File: config.mk
export PLATFORM = sky130hd
export DESIGN_NAME = fetch_pc_if_id
export DESIGN_NICKNAME = d
export VERILOG_FILES = /design/src/rtl/fetch_pc_if_id.sv
export SDC_FILE = /design/constraint.sdc
export NUM_CORES = 1
export LEC_CHECK = 0
export ABC_AREA = 1
export CAP_MARGIN = 5
export CORE_MARGIN = 1.5
export CORE_UTILIZATION = 40
export DETAILED_ROUTE_END_ITERATION = 7
export GPL_TIMING_DRIVEN = 0
export MAX_ROUTING_LAYER = met4
export PLACE_DENSITY = 0.78
export RECOVER_POWER = 50
export REMOVE_ABC_BUFFERS = 1
export SYNTH_ARGS = -nofsm -noshare
export SYNTH_HDL_FRONTEND = slang
export SYNTH_SLANG_ARGS = --single-unit
File: constraint.sdc
create_clock -name clk -period 4.08 [get_ports clk]
set_input_delay 0.816 -clock clk [delete_from_list [all_inputs] [get_ports clk]]
set_output_delay 0.816 -clock clk [all_outputs]
set_load 0.005 [all_outputs]
File: src/rtl/fetch_pc_if_id.sv
// ============================================================================
// Module   : fetch_pc_if_id
// Brief    : Program counter and IF/ID pipeline register with stall, flush
//            and sticky illegal-fetch detection. Optional macro FETCH_COUNT_EN
//            enables the fetch_count counter of valid IF/ID loads.
// Revision : 1.0 - initial release
// ============================================================================
`default_nettype none

module fetch_pc_if_id #(
    parameter logic [31:0] PC_RESET  = 32'h0000_3000,
    parameter int unsigned IM_WORDS  = 4096,
    parameter logic [31:0] NOP_INSTR = 32'h0000_0000
) (
    input  logic        clk,
    input  logic        reset,
    input  logic [31:0] next_pc,
    input  logic [31:0] pc_add_4,
    input  logic [31:0] im_instr,
    input  logic        stall,
    input  logic        flush,
    output logic [31:0] F_pc,
    output logic [31:0] D_instr,
    output logic [31:0] D_pc,
    output logic [31:0] D_pc_add_4,
    output logic        D_valid,
    output logic        fetch_err,
    output logic [31:0] fetch_err_pc,
    output logic [31:0] fetch_count
);

    // Bounds kept in 33 bits so PC_RESET + 4*IM_WORDS cannot wrap.
    localparam logic [32:0] c_PC_LO = {1'b0, PC_RESET};
    localparam logic [32:0] c_PC_HI = {1'b0, PC_RESET} + (33'(IM_WORDS) << 2);

    logic [31:0] r_f_pc;
    logic [31:0] r_d_instr;
    logic [31:0] r_d_pc;
    logic [31:0] r_d_pc_add_4;
    logic        r_d_valid;
    logic        r_fetch_err;
    logic [31:0] r_fetch_err_pc;
    logic        w_illegal;
    logic        w_load_valid;

    always_comb begin
        w_illegal = (r_f_pc[1:0] != 2'b00)
                 || ({1'b0, r_f_pc} < c_PC_LO)
                 || ({1'b0, r_f_pc} >= c_PC_HI);
        w_load_valid = !stall && !flush && !w_illegal;
    end

    always_ff @(posedge clk) begin
        if (reset) begin
            r_f_pc       <= PC_RESET;
            r_d_instr    <= NOP_INSTR;
            r_d_pc       <= 32'h0;
            r_d_pc_add_4 <= 32'h0;
            r_d_valid    <= 1'b0;
        end else if (!stall) begin
            r_f_pc       <= next_pc;
            r_d_pc       <= r_f_pc;
            r_d_pc_add_4 <= pc_add_4;
            r_d_instr    <= w_load_valid ? im_instr : NOP_INSTR;
            r_d_valid    <= w_load_valid;
        end
    end

    // The error capture runs even while stalled: a frozen illegal PC is still illegal.
    always_ff @(posedge clk) begin
        if (reset) begin
            r_fetch_err    <= 1'b0;
            r_fetch_err_pc <= 32'h0;
        end else if (w_illegal && !r_fetch_err) begin
            r_fetch_err    <= 1'b1;
            r_fetch_err_pc <= r_f_pc;
        end
    end

`ifdef FETCH_COUNT_EN
    logic [31:0] r_fetch_count;

    always_ff @(posedge clk) begin
        if (reset) begin
            r_fetch_count <= 32'h0;
        end else if (w_load_valid) begin
            r_fetch_count <= r_fetch_count + 32'd1;
        end
    end

    assign fetch_count = r_fetch_count;
`else
    assign fetch_count = 32'h0;
`endif

    assign F_pc         = r_f_pc;
    assign D_instr      = r_d_instr;
    assign D_pc         = r_d_pc;
    assign D_pc_add_4   = r_d_pc_add_4;
    assign D_valid      = r_d_valid;
    assign fetch_err    = r_fetch_err;
    assign fetch_err_pc = r_fetch_err_pc;

endmodule

`default_nettype wire
After elaboration in Yosys (flattened, before gate mapping)
Index checks and enable logic that the tools add are counted.
{"block": "word_totals", "regBits": 162, "latchBits": 0, "mem_bits_rw": 0, "mem_bits_ro": 0, "inputBits": 100, "output_inout_bits": 194, "elab_cells": 20, "mem_count": 0}
{"block": "classes", "add_sub_neg": 0, "n_mul": 0, "n_div": 0, "order_cmp": 2, "eq_ne": 0, "n_shift": 0, "muxes": 1, "bitwise": 0, "reduce_logical": 10}
{"operator": ">= comparator 32 x 15 -> 1 bit, second input constant", "count": 1}
{"operator": "less-than comparator 32 x 14 -> 1 bit, second input constant", "count": 1}
{"operator": "2-to-1 mux 32 bit", "count": 1}
{"operator": "zero test 1 bit", "count": 4}
{"operator": "logical AND 1 bit", "count": 3}
{"operator": "logical OR 1 bit", "count": 2}
{"operator": "nonzero test 2 bit", "count": 1}

Logic depth before layout (Yosys ltp)
Gate-level depths: netlist (run 1).
{"block": "depth", "depth_word": 6, "depth_mapped": 10, "mapped_depth_nobuf": 9}

Least setup slack after synthesis (run 1)
OpenSTA, ideal clock, no wires.
{"block": "synth_timing", "path_type": "input-to-reg", "start": "in stall", "end": "reg r_d_instr[22], in the netlist D_instr[22]", "setup_ns": 0.071, "arrival_time_ns": 1.653, "required_time_ns": 4.009, "path_slack_ns": 2.356, "path_stages": 5, "path_buffers": 3, "cell_sequence": "buf_2 > buf_2 > buf_1 > nand2_1 > a21oi_2"}
{"block": "synth_via", "elab_chain_len": 4}
{"element": "start, declared", "line": "20", "text": "input logic stall,"}
{"element": "zero test 1 bit"}
{"element": "logical AND 1 bit (2 in series)", "line": "50", "text": "w_load_valid = !stall && !flush && !w_illegal;"}
{"element": "2-to-1 mux 32 bit", "line": "64", "text": "r_d_instr <= w_load_valid ? im_instr : NOP_INSTR;"}
{"element": "end signal, assigned", "line": "64"}
{"element": "end, declared", "line": "37", "text": "logic [31:0] r_d_instr;"}
Several ways; a longest one is shown, not always the timed one.
A chain may end at the register's enable or synchronous reset.

==> results of run 1 <==
[worst max-delay path: stages]
cell and delay [ns]:
clkbuf_1 1.32, inv_4 0.38, buf_16 0.37, o21ai_0 0.13, a21oi_1 0.07
[stage by stage]
step / utilization, % / setup WS, ns / total power [mW] / instance area, um^2
floorplan: - / 1.39 / 1.93 / 5850
global placement: 57.2 / -3.17 / 2.28 / 8720
detailed placement: 57.7 / 1.47 / 2.29 / 8810
CTS: 61.3 / 1.87 / 3.76 / 9350
global route: 61.3 / 0.885 / 3.86 / 9350
finish: 61.3 / 1.16 / 3.69 / 9350
[cells by family after synthesis]
logic type | Yosys count | share of synthesized area (%)
AO/OA/AOI/OAI | 192 | 16.0
buffers and inverters | 128 | 11.1
other | 1 | 0.0597
flip-flops | 162 | 51.6
AND/OR/NAND/NOR | 292 | 21.2
[where the power goes]
| group | internal [mW] | switching [mW] |
|---|---|---|
| sequential | 1.67 | 0.0452 |
| combinational | 0.273 | 0.237 |
| clock | 0.800 | 0.665 |
| total | 2.74 | 0.948 |
[flip-flops by register name, summed over array words and instances (netlist names)]
register,count
F_pc,32
D_pc,32
D_instr,32
D_valid,1
fetch_err_pc,32
fetch_err,1
D_pc_add_4,32
[metal layers]
| layer | part of all wire (%) | GRT usage, % | wire length [um] |
|---|---|---|---|
| met1 | 42 | 24.4 | 7290 |
| met2 | 50 | 37.5 | 8720 |
| met3 | 7.3 | 7.47 | 1270 |
| met4 | 0.68 | 4.30 | 119 |
| met5 | 0 | - | 0 |
[Yosys cell counts, types with 2 or more instances]
library cell	number	share of area, %
o21ai_0	94	7.5
nand3_1	46	3.7
nor2_1	137	8.2
a21oi_2	11	1.5
buf_4	33	3.9
buf_2	10	0.80
nor2_2	5	0.50
a21oi_1	85	6.8
dfxtp_1	162	52
inv_1	38	2.3
buf_8	2	0.48
buf_6	4	0.72
o211ai_1	2	0.24
clkbuf_1	34	2.0
nand2_1	80	4.8
nand3_2	20	3.2
buf_1	4	0.24
[final timing paths]
| kind | startpoint | end | slack (ns) | depth (start not counted) |
|---|---|---|---|---|
| worst max-delay path | reset | D_pc[17] | 1.16 | 5 |
| worst min register to register | D_instr[17] | D_instr[17] | 0.46 | 2 |
| worst min-delay path | D_instr[17] | D_instr[17] | 0.46 | 2 |
| worst max register to register | F_pc[27] | fetch_err_pc[12] | 1.96 | 9 |
[cell type report]
class,instances,area (um^2)
inverter,39,151
tap,211,264
fill,1365,5910
timing repair buffer,264,2690
sequential,162,3240
clock inverter,14,105
multi-input combinational,516,2460
clock buffer,18,439
==> impl_metrics.env, run 1 <==
export IMPL_outcome="finished, violations left"
export IMPL_violations="capacitance limit, slew limit"
export IMPL_ios=294
export IMPL_io_buffers=261
export IMPL_dp_cells=1192
export IMPL_grt_pass1_wl_um=27300
export IMPL_cap_viol_max_count=1
export IMPL_ys_seq_area_share_pct=51.6
export IMPL_synth_ff_type="dfxtp_1"
export IMPL_grt_ovfl_total=0
export IMPL_ant_nets=0
export IMPL_fin_nets=1100
export IMPL_timing_hold_ws_ns=0.461
export IMPL_avgRoutedWirePerCell_um=14.2
export IMPL_cp_max_fo=100
export IMPL_cts_root_buffer="clkbuf_16"
export IMPL_drc=0
export IMPL_antenna_found_initial=0
export IMPL_leakagePower_nw=3.95
export IMPL_cts_tree="done"
export IMPL_dr_pass1_iters=4
export IMPL_clockBufferDepth=2
export IMPL_core_area_um2=15300
export IMPL_period_share_pct=71.6
export IMPL_fin_cells=1224
export IMPL_syn_avg_cell_area_um2=8.10
export IMPL_drive_gt1_share_pct=7.60
export IMPL_synth_seq_cells=162
export IMPL_synth_edf_count=0
export IMPL_syn_cell_area_um2=6280
export IMPL_die_area_um2=16500
export IMPL_max_slew_margin_pct=-24.8
export IMPL_antenna_diode_count=0
export IMPL_setup_viol=0
export IMPL_worst_clock_skew_ns=0.0109
export IMPL_fmax_ghz=0.342
export IMPL_hpwlAfterDp_um=11600
export IMPL_initialDrtViolationCount=273
export IMPL_gp_congestion=0.765
export IMPL_tns_ns=0
export IMPL_cp_end_kind="flop"
export IMPL_fin_crit_ns=2.92
export IMPL_yosysWarnings=0
export IMPL_powerDensity_nw_per_um2=395
export IMPL_critPathRequiredTime_ns=4.33
export IMPL_cts_hold_buf=0
export IMPL_grt_pass1_vias=5420
export IMPL_clkTransAtPathRegs_ns=0.07
export IMPL_grt_max_degree=101
export IMPL_synthArstFlopShare_pct=0
export IMPL_critPathLaunchType="primary input"
export IMPL_viasPerCell=4.68
export IMPL_worstSetupPathType="primary input to flop"
export IMPL_ir_drop_uv=277
export IMPL_synth_cell_types=25
export IMPL_track_usage_pct=21.7
export IMPL_rsz0062_at_grt="no"
export IMPL_numCtsBuffers=17
export IMPL_cts_resized=0
export IMPL_drv_slew=36
export IMPL_die_y_um=128
export IMPL_post_cts_buffers=0
export IMPL_initial_utilization_pct=41.2
export IMPL_vias=5726
export IMPL_insertion_delay_ns=0.41
export IMPL_tightest_slew_ns=1.87
export IMPL_mostFrequentLayoutCell="dfxtp_1"
export IMPL_die_w_um=128
export IMPL_htree_levels=4
export IMPL_cp_arrival_ns=3.17
export IMPL_hp_class="flop to flop"
export IMPL_cts_sinks=162
export IMPL_drt_wl_total_um=17400
export IMPL_final_cell_mix="162 x dfxtp_1, 142 x clkdlybuf4s50_1, 137 x nor2_1, 117 x dlygate4sd3_1, 94 x o21ai_0"
export IMPL_syn_inst=775
export IMPL_hold_viol=0
export IMPL_rows=45
export IMPL_areaGrowthSynthToFinish_pct=48.9
No activity file was read; power rests on OpenSTA's default activity.
==> run 2: changes to the inputs <==
Clock period 4.08 ns to 2.96 ns, I/O delays scaled along.
==> run 2 against run 1 <==
The run now ends clean. Sequential power up 37%. Utilization fell by 0.26 points. Flip-flop and latch count did not move. Routed wire length increased by 0.25%. Die area did not move. Register-to-register slack worse by 1.1 ns. Sequential share of layout area up 0.15 points.
==> impl_metrics.env, run 2 (synthesis results as in run 1) <==
export IMPL_hold_viol=0
export IMPL_die_y_um=128
export IMPL_fin_crit_ns=2.24
export IMPL_clkTransAtPathRegs_ns=0.07
export IMPL_cts_resized=0
export IMPL_grt_max_degree=101
export IMPL_antenna_diode_count=0
export IMPL_total_power_mw=5.08
export IMPL_wl_met3_um=1280
export IMPL_core_area_um2=15300
export IMPL_vias=5713
export IMPL_met1Wirelength_um=7300
export IMPL_io_buffers=261
export IMPL_outcome="finished, final reports clean"
export IMPL_hpwlAfterDp_um=11600
export IMPL_cts_root_buffer="clkbuf_16"
export IMPL_final_cell_mix="162 x dfxtp_1, 137 x nor2_1, 134 x clkdlybuf4s50_1, 125 x dlygate4sd3_1, 94 x o21ai_0"
export IMPL_fin_nets=1100
export IMPL_areaGrowthSynthToFinish_pct=48.2
export IMPL_ir_drop_uv=380
export IMPL_grt_pass1_vias=5420
export IMPL_cp_end_kind="flop"
export IMPL_cts_hold_buf=0
export IMPL_tightest_slew_ns=1.32
export IMPL_period_share_pct=75.7
export IMPL_n_fill_cell=1371
export IMPL_drc=0
export IMPL_insertion_delay_ns=0.41
export IMPL_setup_viol=0
export IMPL_max_slew_margin_pct=11.9
export IMPL_hp_class="flop to flop"
export IMPL_dr_pass1_iters=4
export IMPL_routed_top_layer="met4"
export IMPL_ant_nets=0
export IMPL_track_usage_pct=21.7
export IMPL_antenna_found_initial=0
export IMPL_drt_wl_total_um=17400
export IMPL_fmax_ghz=0.446
export IMPL_grt_pass1_wl_um=27300
export IMPL_die_area_um2=16500
export IMPL_post_cts_buffers=0
export IMPL_wl_met2_um=8760
export IMPL_critPathLaunchType="primary input"
export IMPL_gp_congestion=0.765
export IMPL_numCtsBuffers=17
export IMPL_cts_tree="done"
export IMPL_placed_area_um2=8810
export IMPL_mostFrequentLayoutCell="dfxtp_1"
export IMPL_initial_utilization_pct=41.2
export IMPL_cap_viol_max_count=0
export IMPL_initialDrtViolationCount=288
export IMPL_htree_levels=4
export IMPL_rsz0062_at_grt="no"
export IMPL_cp_max_fo=100
export IMPL_cp_arrival_ns=2.49
export IMPL_leakagePower_nw=3.96
export IMPL_drive_gt1_share_pct=7.31
export IMPL_clockBufferDepth=2
export IMPL_dp_cells=1192
export IMPL_fin_cells=1224
export IMPL_drv_slew=0
export IMPL_avgRoutedWirePerCell_um=14.2
export IMPL_die_w_um=128
export IMPL_worst_clock_skew_ns=0.0101
export IMPL_grt_ovfl_total=0
export IMPL_viasPerCell=4.67
export IMPL_critPathRequiredTime_ns=3.21
export IMPL_powerDensity_nw_per_um2=546
export IMPL_rows=45
export IMPL_ios=294
export IMPL_worstSetupPathType="primary input to flop"
export IMPL_cts_sinks=162
export IMPL_finalInstanceArea_um2=9310
==> run 2: changes by cell type in the layout (fill, tap and decap cells not counted), sizes merged <==
| cell | previous run | this run |
|---|---|---|
| clkdlybuf4s50 | 142 | 134 |
| dlygate4sd3 | 117 | 125 |
==> run 2: cell type report <==
cell class              instances  area (um^2)  share of cell area, %
flip-flops and latches        162         3240                   34.8
inverters                      39          151                   1.63
clock buffers                  18          439                   4.72
multi-input cells             516         2440                   26.2
repair buffers                264         2670                   28.7
clock inverters                14          105                   1.13
well taps                     211          264                   2.84
==> run 2: critical path, stage by stage <==
cell	delay, ns
buf_2	0.61
inv_4	0.26
clkbuf_4	0.60
o21ai_0	0.26
a21oi_1	0.06
==> run 2: power breakdown <==
group          switching [mW]  internal (mW)
combinational           0.326          0.371
sequential             0.0621           2.30
clock                   0.920           1.10
==> run 2: layer usage <==
layer,vias to the layer above,track usage [%]
met1,2622,24.4
met4,0,4.30
met3,6,7.47
met2,182,37.5
li1,2903,-
met5,-,-
==> run 2: final timing paths <==
check	end	slack, ns	from	depth (start not counted)
max reg2reg	fetch_err_pc[12]	0.82	F_pc[27]	9
max	D_pc[0]	0.72	reset	5
min reg2reg	D_instr[17]	0.46	D_instr[17]	2
min	D_instr[17]	0.46	D_instr[17]	2
==> run 2: stage by stage <==
stage	utilization, %	hold slack, ns	setup WS [ns]	setup TNS (ns)
final	61.0	0.461	0.718	0
after detailed placement	57.7	0.455	0.570	0
after floorplan	-	0.454	0.498	0
after CTS	61.3	0.466	0.765	0
after global placement	57.2	0.451	-4.07	-507.38
after global routing	61.0	0.476	0.490	0
==> run 3: changes to the inputs <==
Settings changed: CORE_UTILIZATION 40 to 37, PLACE_DENSITY 0.78 to 0.76.
Clock period 2.96 ns to 1.87 ns, I/O delays scaled along.
==> run 3 against run 2 <==
Sequential share of layout area is 1.2 points lower. Worst hold slack worse by 0.034 ns. Die area is 7.9% higher. Sequential power is 59% higher. First-iteration DRC count is 3.1% higher. Clock-buffer cell count is 1 higher. Clock power is 100% higher. Flip-flop and latch count stayed put. Via count is 2.2% higher. Register-to-register slack worse by 0.72 ns. Critical path type is now flop to output pin.
==> impl_metrics.env, run 3 (synthesis results as in run 1) <==
export IMPL_fin_crit_ns=1.80
export IMPL_grt_pass1_vias=5598
export IMPL_grt_ovfl_total=0
export IMPL_critPathLaunchType="flop"
export IMPL_place_ws_ns=-0.238
export IMPL_htree_levels=4
export IMPL_mostFrequentLayoutCell="clkdlybuf4s50_1"
export IMPL_worstSetupPathType="flop to output pin"
export IMPL_drt_wl_total_um=18600
export IMPL_drv_slew=0
export IMPL_drive_gt1_share_pct=7.43
export IMPL_antenna_found_initial=0
export IMPL_rows=47
export IMPL_leakagePower_nw=3.99
export IMPL_worstPathCellList="clkdlybuf4s50_1"
export IMPL_worst_clock_skew_ns=0.0101
export IMPL_cts_tree="done"
export IMPL_clkTransAtPathRegs_ns=0.06
export IMPL_rsz0062_at_grt="no"
export IMPL_initialDrtViolationCount=297
export IMPL_numCtsBuffers=17
export IMPL_hp_class="primary input to flop"
export IMPL_setup_viol=0
export IMPL_fin_ws_ns=0.0702
export IMPL_areaGrowthSynthToFinish_pct=53.5
export IMPL_die_y_um=133
export IMPL_clockBufferDepth=2
export IMPL_antenna_diode_count=0
export IMPL_tightest_slew_ns=0.906
export IMPL_hpwlAfterDp_um=11800
export IMPL_avgRoutedWirePerCell_um=15.0
export IMPL_cp_slowest_stage_delay_ns=0.57
export IMPL_max_slew_margin_pct=39.6
export IMPL_slowest_stage="clkdlybuf4s50_1"
export IMPL_cp_top_family="buffers and inverters"
export IMPL_finalInstanceArea_um2=9640
export IMPL_fin_cells=1243
export IMPL_path_buf_inv=1
export IMPL_critPathRequiredTime_ns=1.50
export IMPL_dr_pass1_iters=4
export IMPL_gp_congestion=0.734
export IMPL_die_area_um2=17800
export IMPL_cts_root_buffer="clkbuf_16"
export IMPL_cap_viol_max_count=0
export IMPL_insertion_delay_ns=0.42
export IMPL_outcome="finished, final reports clean"
export IMPL_fmax_ghz=0.556
export IMPL_period_share_pct=96.2
export IMPL_drc=0
export IMPL_final_cell_mix="191 x clkdlybuf4s50_1, 161 x dfxtp_1, 137 x nor2_1, 94 x o21ai_0, 86 x a21oi_1"
export IMPL_viasPerCell=4.70
export IMPL_globalRouteMet1Util_pct=26.4
export IMPL_vias=5836
export IMPL_ir_drop_uv=555
export IMPL_ant_nets=0
export IMPL_grt_max_degree=108
export IMPL_total_power_mw=9.02
export IMPL_die_w_um=133
export IMPL_grtUsageMet2_pct=33.8
export IMPL_ios=294
export IMPL_cp_end_kind="output pin"
export IMPL_grt_pass1_wl_um=29000
export IMPL_io_buffers=261
export IMPL_cts_sinks=162
export IMPL_cp_max_fo=4
export IMPL_fin_util_pct=58.1
export IMPL_core_area_um2=16600
export IMPL_cp_arrival_ns=1.43
export IMPL_powerDensity_nw_per_um2=936
export IMPL_track_usage_pct=21.3
export IMPL_dp_cells=1203
export IMPL_grt_busiest_layer="met2"
export IMPL_grt_use_met3_pct=4.60
export IMPL_fin_nets=1110
export IMPL_placed_area_um2=8870
export IMPL_initial_utilization_pct=37.9
export IMPL_hold_viol=0
## run 3: cell types whose count changed in the layout (fill, tap and decap cells not counted), sizes merged
cell	delta
clkinv	-2
inv	-2
bufinv	+7
clkinvlp	-4
buf	+7
dlygate4sd3	-57
clkdlybuf4s50	+57
nor2	+2
clkbuf	+2
## run 3: layout make-up
| type | count | area [um^2] |
|---|---|---|
| fillers | 1512 | 6950 |
| flip-flops and latches | 162 | 3240 |
| repair buffers | 272 | 2850 |
| multi-input cells | 518 | 2420 |
| clock buffers | 19 | 443 |
| well taps | 220 | 275 |
| clock inverters | 13 | 255 |
| inverters | 39 | 151 |
## run 3: path summary, 6_finish.rpt
check / startpoint / end / slack (ns) / cells past startpoint
hold / removal: stall / F_pc[28] / 0.43 / 2
hold reg to reg: D_instr[5] / D_instr[5] / 0.46 / 2
setup reg to reg: F_pc[27] / fetch_err_pc[27] / 0.10 / 8
setup / recovery: fetch_err / fetch_err / 0.07 / 1
## run 3: metal layers
metal,part of all wire (%),vias to the layer above
li1,-,2937
met1,45,2667
met2,47,203
met3,5.8,29
met4,2.5,0
met5,0,-
## run 3: what timing repair did
item                       4_1_cts  5_1_grt
setup buffers                    2        3
gates resized for setup          3        0
hold buffers                     0        0
pin swaps                        2        2
setup endpoints to repair       33       22
cloned                           2        0
## run 3: where the power goes
group          internal [mW]  switching [mW]
Sequential              3.64           0.105
Combinational          0.635           0.531
Clock                   2.68            1.42
## run 3: per-stage QoR
stage,hold slack [ns],TNS (ns)
after floorplan,0.436,-40.06
after global placement,0.450,-664.21
after detailed placement,0.456,-12.14
after CTS,0.397,0
after global routing,0.439,0
final,0.427,0
